**config.mk**
```make
export PLATFORM = sky130hd
export DESIGN_NAME = clkdiv_monitor
export DESIGN_NICKNAME = d
export VERILOG_FILES = /design/src/rtl/clkdiv_mon_pkg.sv /design/src/rtl/clkdiv_edge_detect.sv /design/src/rtl/clkdiv_monitor.sv
export SDC_FILE = /design/constraint.sdc
export NUM_CORES = 1
export LEC_CHECK = 0
export BUFFER_PORTS_ARGS = -buffer_cell sky130_fd_sc_hd__buf_2
export CORE_MARGIN = 5
export CORE_UTILIZATION = 60
export CTS_BUF_LIST = sky130_fd_sc_hd__clkbuf_8
export DETAILED_ROUTE_END_ITERATION = 16
export GPL_ROUTABILITY_DRIVEN = 0
export PLACE_DENSITY = 0.82
export SLEW_MARGIN = 20
export SYNTH_ARGS = -nofsm -noshare
export SYNTH_HDL_FRONTEND = slang
export SYNTH_SLANG_ARGS = --single-unit
```
**constraint.sdc**
```tcl
create_clock -name clkin -period 1.9 [get_ports clkin]
set_input_delay 0.285 -clock clkin [delete_from_list [all_inputs] [get_ports clkin]]
set_output_delay 0.285 -clock clkin [all_outputs]
set_load 0.005 [all_outputs]
```
**src/rtl/clkdiv_mon_pkg.sv**
```systemverilog
// clkdiv_mon_pkg: shared types and default sizing for the divided-clock monitor.
// The monitor state type and the default measurement constants live here so the
// top level and any harness that instantiates it agree on the same values.

package clkdiv_mon_pkg;

  // Default counter width for period/high-time measurement and result outputs.
  localparam int DEF_CNT_W      = 8;
  // Expected rising-to-rising period of the divided clock, in clkin cycles.
  localparam int DEF_EXP_PERIOD = 6;
  // Expected high-phase length of the divided clock, in clkin cycles.
  localparam int DEF_EXP_HIGH   = 3;
  // Consecutive good periods needed before locked asserts.
  localparam int DEF_LOCK_COUNT = 4;
  // clkin cycles without a rising edge before the clock is declared stuck.
  localparam int DEF_TIMEOUT    = 24;

  // Monitor state: hunting for a first edge, measuring, or locked.
  typedef enum logic [1:0] {
    SEARCH  = 2'd0,
    MEASURE = 2'd1,
    LOCKED  = 2'd2
  } mon_state_t;

  // Width needed to hold a count from 0 up to and including n.
  function automatic int count_bits(input int n);
    int w;
    w = $clog2(n + 1);
    if (w < 1) w = 1;
    return w;
  endfunction

endpackage

```
**src/rtl/clkdiv_edge_detect.sv**
```systemverilog
// clkdiv_edge_detect: samples the divided clock as data in the clkin domain and
// produces registered one-cycle rise/fall strobes.
// Build option CLKDIV_MON_SYNC_EN inserts a 2-flop synchronizer in front of the
// sample flop for a divided clock that is not derived from clkin; without it the
// input is assumed to be generated synchronously from clkin.

module clkdiv_edge_detect
  import clkdiv_mon_pkg::*;
(
  input  logic clkin,
  input  logic reset,
  input  logic clkdiv_in,
  output logic rise,
  output logic fall
);

  logic clk_s;
  logic clk_d;
  logic sample_src;

`ifdef CLKDIV_MON_SYNC_EN
  logic sync1;
  logic sync2;

  // Two-stage synchronizer so a foreign-domain divided clock settles before use.
  always_ff @(posedge clkin or posedge reset) begin
    if (reset) begin
      sync1 <= 1'b0;
      sync2 <= 1'b0;
    end else begin
      sync1 <= clkdiv_in;
      sync2 <= sync1;
    end
  end

  assign sample_src = sync2;
`else
  assign sample_src = clkdiv_in;
`endif

  // Sample flop plus one-cycle history, the pair the edge compare looks at.
  always_ff @(posedge clkin or posedge reset) begin
    if (reset) begin
      clk_s <= 1'b0;
      clk_d <= 1'b0;
    end else begin
      clk_s <= sample_src;
      clk_d <= clk_s;
    end
  end

  // Registered edge strobes so the measurement logic sees clean single-cycle pulses.
  always_ff @(posedge clkin or posedge reset) begin
    if (reset) begin
      rise <= 1'b0;
      fall <= 1'b0;
    end else begin
      rise <= clk_s & ~clk_d;
      fall <= ~clk_s & clk_d;
    end
  end

endmodule

```
**src/rtl/clkdiv_monitor.sv**
```systemverilog
// clkdiv_monitor: measures the period and high time of a divided clock in clkin
// cycles, declares lock after a run of correct periods and raises sticky errors
// for wrong periods or a stalled clock.
// Build option CLKDIV_MON_SYNC_EN (handled in clkdiv_edge_detect) adds a 2-flop
// input synchronizer, moving every result two clkin cycles later.

module clkdiv_monitor
  import clkdiv_mon_pkg::*;
#(
  parameter int CNT_W      = DEF_CNT_W,
  parameter int EXP_PERIOD = DEF_EXP_PERIOD,
  parameter int EXP_HIGH   = DEF_EXP_HIGH,
  parameter int LOCK_COUNT = DEF_LOCK_COUNT,
  parameter int TIMEOUT    = DEF_TIMEOUT
) (
  input  logic             clkin,
  input  logic             reset,
  input  logic             clkdiv_in,
  input  logic             err_clr,
  output logic             locked,
  output logic [CNT_W-1:0] period_out,
  output logic [CNT_W-1:0] high_out,
  output logic             period_valid,
  output logic             err_period,
  output logic             err_stuck
);

  localparam int GW = count_bits(LOCK_COUNT);

  localparam logic [CNT_W-1:0] CNT_MAX = {CNT_W{1'b1}};
  localparam logic [CNT_W-1:0] CNT_ONE = CNT_W'(1);
  localparam logic [CNT_W-1:0] EXP_P   = CNT_W'(EXP_PERIOD);
  localparam logic [CNT_W-1:0] EXP_H   = CNT_W'(EXP_HIGH);
  localparam logic [CNT_W-1:0] TMO     = CNT_W'(TIMEOUT);
  localparam logic [GW-1:0]    LOCK_N  = GW'(LOCK_COUNT);
  localparam logic [GW-1:0]    GOOD_ONE = GW'(1);

  logic             rise;
  logic             fall;
  logic [CNT_W-1:0] cnt;
  logic [CNT_W-1:0] hi_cap;
  logic [GW-1:0]    good_cnt;
  mon_state_t       state;
  logic             stall_prev;
  logic             stall_hit;
  logic             stall_event;
  logic             measure_rise;
  logic             good_period;
  logic             lock_reached;

  clkdiv_edge_detect u_edge (
    .clkin     (clkin),
    .reset     (reset),
    .clkdiv_in (clkdiv_in),
    .rise      (rise),
    .fall      (fall)
  );

  // A stall is flagged once, on the first cycle the counter crosses the timeout;
  // a rise in that same cycle means the clock is alive, so it wins.
  assign stall_hit    = (cnt >= TMO);
  assign stall_event  = stall_hit & ~stall_prev & ~rise;
  assign measure_rise = rise & (state != SEARCH);
  assign good_period  = (cnt == EXP_P) && (hi_cap == EXP_H);
  assign lock_reached = (good_cnt >= (LOCK_N - GOOD_ONE));

  // Cycle counter since the last rise; on a rise it holds the full period length.
  always_ff @(posedge clkin or posedge reset) begin
    if (reset) begin
      cnt <= '0;
    end else if (rise) begin
      cnt <= CNT_ONE;
    end else if (cnt != CNT_MAX) begin
      cnt <= cnt + CNT_ONE;
    end
  end

  // Capture the high-phase length when the divided clock falls.
  always_ff @(posedge clkin or posedge reset) begin
    if (reset) begin
      hi_cap <= '0;
    end else if (fall) begin
      hi_cap <= cnt;
    end
  end

  // Remember the previous timeout compare so each stall raises err_stuck once.
  always_ff @(posedge clkin or posedge reset) begin
    if (reset) begin
      stall_prev <= 1'b0;
    end else begin
      stall_prev <= stall_hit;
    end
  end

  // Lock state machine: a stall always drops back to SEARCH; otherwise each
  // rise after the first publishes a measurement and grades it.
  always_ff @(posedge clkin or posedge reset) begin
    if (reset) begin
      state        <= SEARCH;
      good_cnt     <= '0;
      locked       <= 1'b0;
      period_out   <= '0;
      high_out     <= '0;
      period_valid <= 1'b0;
    end else begin
      period_valid <= 1'b0;
      if (stall_event) begin
        state    <= SEARCH;
        good_cnt <= '0;
        locked   <= 1'b0;
      end else if (rise) begin
        case (state)
          SEARCH: begin
            state    <= MEASURE;
            good_cnt <= '0;
          end
          MEASURE, LOCKED: begin
            period_out   <= cnt;
            high_out     <= hi_cap;
            period_valid <= 1'b1;
            if (good_period) begin
              if (lock_reached) begin
                good_cnt <= LOCK_N;
                state    <= LOCKED;
                locked   <= 1'b1;
              end else begin
                good_cnt <= good_cnt + GOOD_ONE;
              end
            end else begin
              good_cnt <= '0;
              state    <= MEASURE;
              locked   <= 1'b0;
            end
          end
          default: begin
            state    <= SEARCH;
            good_cnt <= '0;
            locked   <= 1'b0;
          end
        endcase
      end
    end
  end

  // Sticky error flags: err_clr clears them, but a fresh error in the same
  // cycle is kept, so the later set assignments deliberately override the clear.
  always_ff @(posedge clkin or posedge reset) begin
    if (reset) begin
      err_period <= 1'b0;
      err_stuck  <= 1'b0;
    end else begin
      if (err_clr) begin
        err_period <= 1'b0;
        err_stuck  <= 1'b0;
      end
      if (measure_rise && !good_period) begin
        err_period <= 1'b1;
      end
      if (stall_event) begin
        err_stuck <= 1'b1;
      end
    end
  end

endmodule

```
Word-level counts from Yosys, hierarchy flattened
Index checks and enable logic that the tools add are counted.
{"block": "totals", "in_bits": 4, "ff_bits": 46, "output_inout_bits": 20}
{"block": "classes", "eq_ne": 7, "bitwise_logic": 10, "reduce_logical": 13, "n_lt_le_gt_ge": 2, "n_mux": 23, "n_addsub": 2}
{"op": "8-bit two-way mux", "count": 2}
{"op": "3-bit two-way mux", "count": 5}
{"op": "1-bit two-way mux", "count": 10}
{"op": "2-bit nonzero test", "count": 5}
{"op": "8-bit by 1-bit adder with 8-bit output, second input constant", "count": 1}
{"op": "8-bit by 2-bit equality test with 1-bit output, second input constant", "count": 1}
{"op": "8-bit by 3-bit equality test with 1-bit output, second input constant", "count": 1}
{"op": "8-bit by 5-bit greater-or-equal comparator with 1-bit output, second input constant", "count": 1}
{"op": "2-bit two-way mux", "count": 4}
{"op": "8-bit != test, second input constant", "count": 1}
{"op": "3-bit AND reduction", "count": 2}
{"op": "1-bit AND", "count": 5}
{"op": "1-bit inverter", "count": 5}
{"op": "4-bit != test, second input constant", "count": 1}
{"op": "2-bit one-hot mux with 2 select lines", "count": 1}
{"op": "3-bit by 1-bit adder with 3-bit output, second input constant", "count": 1}
{"op": "3-bit by 2-bit greater-or-equal comparator with 1-bit output, second input constant", "count": 1}
{"op": "2-bit by 1-bit equality test with 1-bit output, second input constant", "count": 1}
{"op": "2-bit equality test, second input constant", "count": 1}
{"op": "1-bit logical AND", "count": 2}
{"op": "2-bit zero test", "count": 1}
{"op": "2-bit != test, second input constant", "count": 1}
{"op": "1-bit one-hot mux with 2 select lines", "count": 1}
{"op": "2-bit AND reduction", "count": 1}
{"op": "2 further kinds", "count": 2}

Depth between registers and ports, before layout
{"block": "depth", "ltp_word": 6, "depth_mapped": 6, "ltp_nobuf": 6}

Cells and area by module
A second synthesis with hierarchy kept.
{"block": "hier_totals", "cells_unflattened": 168, "area_unflattened_um2": 2132.0}
{"module": "clkdiv_monitor", "area_each_um2": 2013.2, "cells_each": 161, "seq_area_each_um2": 1051.0, "instances": 1}
{"module": "clkdiv_edge_detect", "area_each_um2": 118.9, "cells_each": 7, "seq_area_each_um2": 100.1, "instances": 1}

Least setup slack after synthesis
Ideal clock, no wire load.
{"block": "synth_timing", "path_type": "register -> register", "start": "register good_cnt[0]", "end": "register good_cnt[1]", "t_arrival_ns": 1.578, "required_ns": 1.790, "path_buffers": 0, "period_less_slack_ns": 1.688, "slack_ns": 0.212, "stages_incl_launch_ff": 6, "cell_sequence": "dfrtp_1 > ha_1 > ha_1 > a211oi_1 > nand2_1 > o41ai_1"}
{"block": "synth_between", "elab_chain_len": 6}
{"item": "from (decl)", "line": "clkdiv_monitor.sv:42", "source": "logic [GW-1:0] good_cnt;"}
{"item": "from (signal assigned)", "line": "clkdiv_monitor.sv:128", "source": "good_cnt <= good_cnt + GOOD_ONE;"}
{"item": "3-bit by 1-bit adder with 3-bit output or 3-bit by 2-bit greater-or-equal comparator with 1-bit output (tied branches)", "line": "clkdiv_monitor.sv:128, clkdiv_monitor.sv:65"}
{"item": "3-bit two-way mux (*)", "line": "clkdiv_monitor.sv:123", "source": "if (lock_reached) begin"}
{"item": "3-bit two-way mux (*)", "line": "clkdiv_monitor.sv:122", "source": "if (good_period) begin"}
{"item": "3-bit two-way mux (*)", "line": "clkdiv_monitor.sv:113", "source": "case (state)"}
{"item": "3-bit two-way mux (*)", "line": "clkdiv_monitor.sv:112", "source": "end else if (rise) begin"}
{"item": "3-bit two-way mux (*)", "line": "clkdiv_monitor.sv:108", "source": "if (stall_event) begin"}
Mark *: on every way between the ends. The rest lies on a longest branch, timed or not. The select of a mux whose other input is x is not followed.
A chain may end at the register's enable or synchronous reset.

Worst setup path after layout
{"block": "layout_timing", "start": "register cnt[0]", "end": "register good_cnt[2]"}
{"block": "layout_between", "elab_chain_len": 6}
{"item": "from (decl)", "line": "clkdiv_monitor.sv:40", "source": "logic [CNT_W-1:0] cnt;"}
{"item": "from (signal assigned)", "line": "clkdiv_monitor.sv:74", "source": "cnt <= cnt + CNT_ONE;"}
{"item": "parallel branches: the longest is 6 deep, another holds 8-bit by 5-bit greater-or-equal comparator with 1-bit output"}
Parallel ways; which one is timed is not known. The select of a mux whose other input is x is not followed.

==> flow_summary.json <==
{
  "status": "completed",
  "post-dp-hpwl_um": 2596,
  "end_kind": "flop",
  "antenna_cells": 0,
  "finalSetupTns_ps": 0,
  "grt_usage_pct": 18.39,
  "fmax_mhz": 565.5,
  "rr_endpoint": "good_cnt[2]$_DFFE_PP0P_",
  "syn_nets": 174,
  "synthCells": 163,
  "fin_skew_ps": 10.91,
  "grt_max_degree": 47,
  "leakagePower_nw": 1.161,
  "cts_num_sinks": 46,
  "setup.worst_path.start": "cnt[0]$_DFFE_PP0P_",
  "rsz0062_at_grt": "false",
  "insertion_delay_ps": 300,
  "die_h_um": 68.39,
  "cts_buffers": 5,
  "post-route-period-util_pct": 93.06,
  "cts_setup_buffers": 0,
  "antenna_found_initial": 0,
  "wl_per_cell_um": 15.45,
  "ir_drop_mv": 0.6417,
  "drv_slew": 0,
  "post-route-min-period_ps": 1768,
  "cts_buffer_depth": 2,
  "num_rows": 21,
  "hold_path.class": "in -> reg",
  "htree_levels": 2,
  "cp_data_required_time_ps": 2100,
  "rrSetupSlack_ps": 130,
  "clk_pin_slew_ps": 80,
  "area_growth_pct": 12.23,
  "drt_iter0_drc": 74,
  "grt_pass1_wl_um": 6265,
  "place_ws_ps": 157.8,
  "via_per_inst": 5.674,
  "yosysUniqueCellTypes": 43,
  "hold_viol": 0,
  "overflow": 0,
  "synth_area_um2": 2046,
  "yosysWarnings": 0,
  "syn_avg_cell_area_um2": 12.55,
  "final_util_pct": 69.35,
  "drive_gt1_share_pct": 33.16,
  "cp-start-kind": "flop",
  "die-width_um": 68.39,
  "drc_errors": 0,
  "placed_area_um2": 2201,
  "critPathKind": "reg -> reg",
  "grt_pass1_vias": 1356,
  "r2r_start": "cnt[0]$_DFFE_PP0P_",
  "tightest_slew_ps": 559.1,
  "root_buffer": "clkbuf_8",
  "maxSlewHeadroom_pct": 62.73,
  "cts.repair.resized": 0,
  "reg2reg_depth": 6,
  "dr.pass1.iters": 4,
  "ys_seq_elements": 46,
  "cp_max_fo": 6,
  "finalWorstSetupSlack_ps": 131.8,
  "seq_area_frac_synth_pct": 56.27,
  "num_vias": 1339,
  "powerDensity_nw_per_um2": 1084,
  "pin_count": 24,
  "core_area_um2": 3311,
  "cts_tree": "done",
  "critPathArrivalTime_ps": 1970,
  "finalSetupViolCount": 0,
  "nets": 200,
  "die-area_um2": 4677,
  "endpoint": "good_cnt[2]$_DFFE_PP0P_",
  "drv_cap": 0,
  "portBuffers": 23,
  "wirelength_um": 3646,
  "ant_nets": 0,
  "hold_buffers": 0,
  "final_area_um2": 2296,
  "start_util_pct": 61.79,
  "fillers": 254
}
-- flip-flops by register name, summed over array words and instances, names as in the netlist --
register / cells
cnt: 8
err_period: 1
err_stuck: 1
good_cnt: 3
hi_cap: 8
high_out: 8
locked: 1
period_out: 8
period_valid: 1
stall_prev: 1
state: 2
u_edge.clk_d: 1
u_edge.clk_s: 1
u_edge.fall: 1
u_edge.rise: 1
-- layer usage --
layer	vias to the layer above	routed length (µm)	GRT usage (%)
met1	674	1613	24.28
met4	0	82	8.189
li1	625	-	-
met5	-	0	0
met3	9	136	3.941
met2	31	1813	28.96
-- placed cells by master, fill, tap and decap left out, types with 2 or more instances in the layout --
cell / instances
clkbuf_8: 6
ha_1: 7
xnor2_1: 3
o21ai_0: 4
a41oi_1: 2
a211oi_1: 2
buf_2: 23
a21o_1: 2
buf_4: 5
inv_1: 11
mux2_2: 22
nand2_1: 8
dfrtp_1: 46
nor3_1: 3
o21bai_1: 2
a31oi_1: 2
a21oi_1: 5
nor2b_1: 2
nor2_1: 7
nand3_1: 2
nor4b_2: 2
-- worst min path at each step --
stage / startpoint / endpoint / slack [ps] / depth (start not counted)
2_1_floorplan: clkdiv_in / u_edge.clk_s$_DFF_PP0_ / 320 / 0
3_3_place_gp: u_edge.clk_s$_DFF_PP0_ / u_edge.clk_d$_DFF_PP0_ / 380 / 0
4_1_cts: clkdiv_in / u_edge.clk_s$_DFF_PP0_ / 90 / 1
6_report: clkdiv_in / u_edge.clk_s$_DFF_PP0_ / 100 / 1
5_1_grt: clkdiv_in / u_edge.clk_s$_DFF_PP0_ / 80 / 1
3_5_place_dp: u_edge.clk_s$_DFF_PP0_ / u_edge.clk_d$_DFF_PP0_ / 390 / 0
-- critical path, cell delays in order (launching register included) --
cell	delay, ps
dfrtp_1	430
inv_1	120
ha_1	150
nor4b_2	200
nand4_2	210
or2_1	300
o31ai_2	250
-- Yosys cell counts, drive strengths merged --
master | count | area share [%]
dfrtp | 46 | 56
nor4b | 2 | 1.5
or2 | 1 | 0.31
a21boi | 1 | 0.37
a21oi | 6 | 2.0
buf | 6 | 2.1
nand2 | 8 | 1.5
and2 | 1 | 0.31
nor2b | 2 | 0.61
xnor2 | 3 | 1.3
nor2 | 7 | 1.3
nor4 | 1 | 0.31
and4b | 1 | 0.49
mux2 | 22 | 12
nor3 | 3 | 0.73
a31oi | 2 | 0.61
nand3b | 1 | 0.37
a41oi | 2 | 0.86
a22oi | 1 | 0.37
mux2i | 1 | 0.49
nand4 | 2 | 0.92
o21ai | 4 | 0.98
and4bb | 1 | 0.61
ha | 7 | 4.3
nand2b | 1 | 0.31
a22o | 1 | 0.43
o41ai | 1 | 0.43
o22ai | 1 | 0.31
o2bb2ai | 1 | 0.43
inv | 12 | 2.2
and4 | 1 | 0.43
o31ai | 1 | 0.61
a21o | 2 | 0.73
a32oi | 1 | 0.43
nand3 | 2 | 0.49
clkbuf | 3 | 0.61
o21bai | 2 | 0.73
a211oi | 2 | 0.73
a2111o | 1 | 0.55
-- power breakdown --
part / internal, mW / switching [mW] / leakage, nW
Clock: 0.292 / 0.320 / 0.0472
Sequential: 1.16 / 0.175 / 0.608
Combinational: 0.287 / 0.249 / 0.506
-- cells by family (layout without fill, tap and decap cells) --
logic type,count (synthesis),count (layout),share of synthesized area [%]
AO/OA/AOI/OAI,29,29,10.58
XOR/XNOR,3,3,1.285
adder cells (fa/ha/maj),7,7,4.281
buffers and inverters,21,48,4.893
flip-flops,46,46,56.27
multiplexers,23,23,12.60
AND/OR/NAND/NOR,34,34,10.09
-- final cells by class --
class                   instances  area, µm²  share of cell area [%]
clock buffers                   6      82.58                   3.597
clock inverters                 2      12.51                  0.5450
inverters                      12      45.04                   1.962
multi-input cells              96      794.5                   34.60
flip-flops and latches         46       1151                   50.14
well taps                      46      57.56                   2.507
repair buffers                 28      152.6                   6.648
-- stage by stage --
step                      hold WS [ps]  total power, mW  cells
after floorplan                  316.4            1.700    163
final                            95.16            2.488    236
after CTS                        86.56            2.508    236
after detailed placement         386.1            1.900    228
after global routing             84.90            2.642    236
after global placement           378.3            1.861    228
Power figures use the tool's default switching activity.
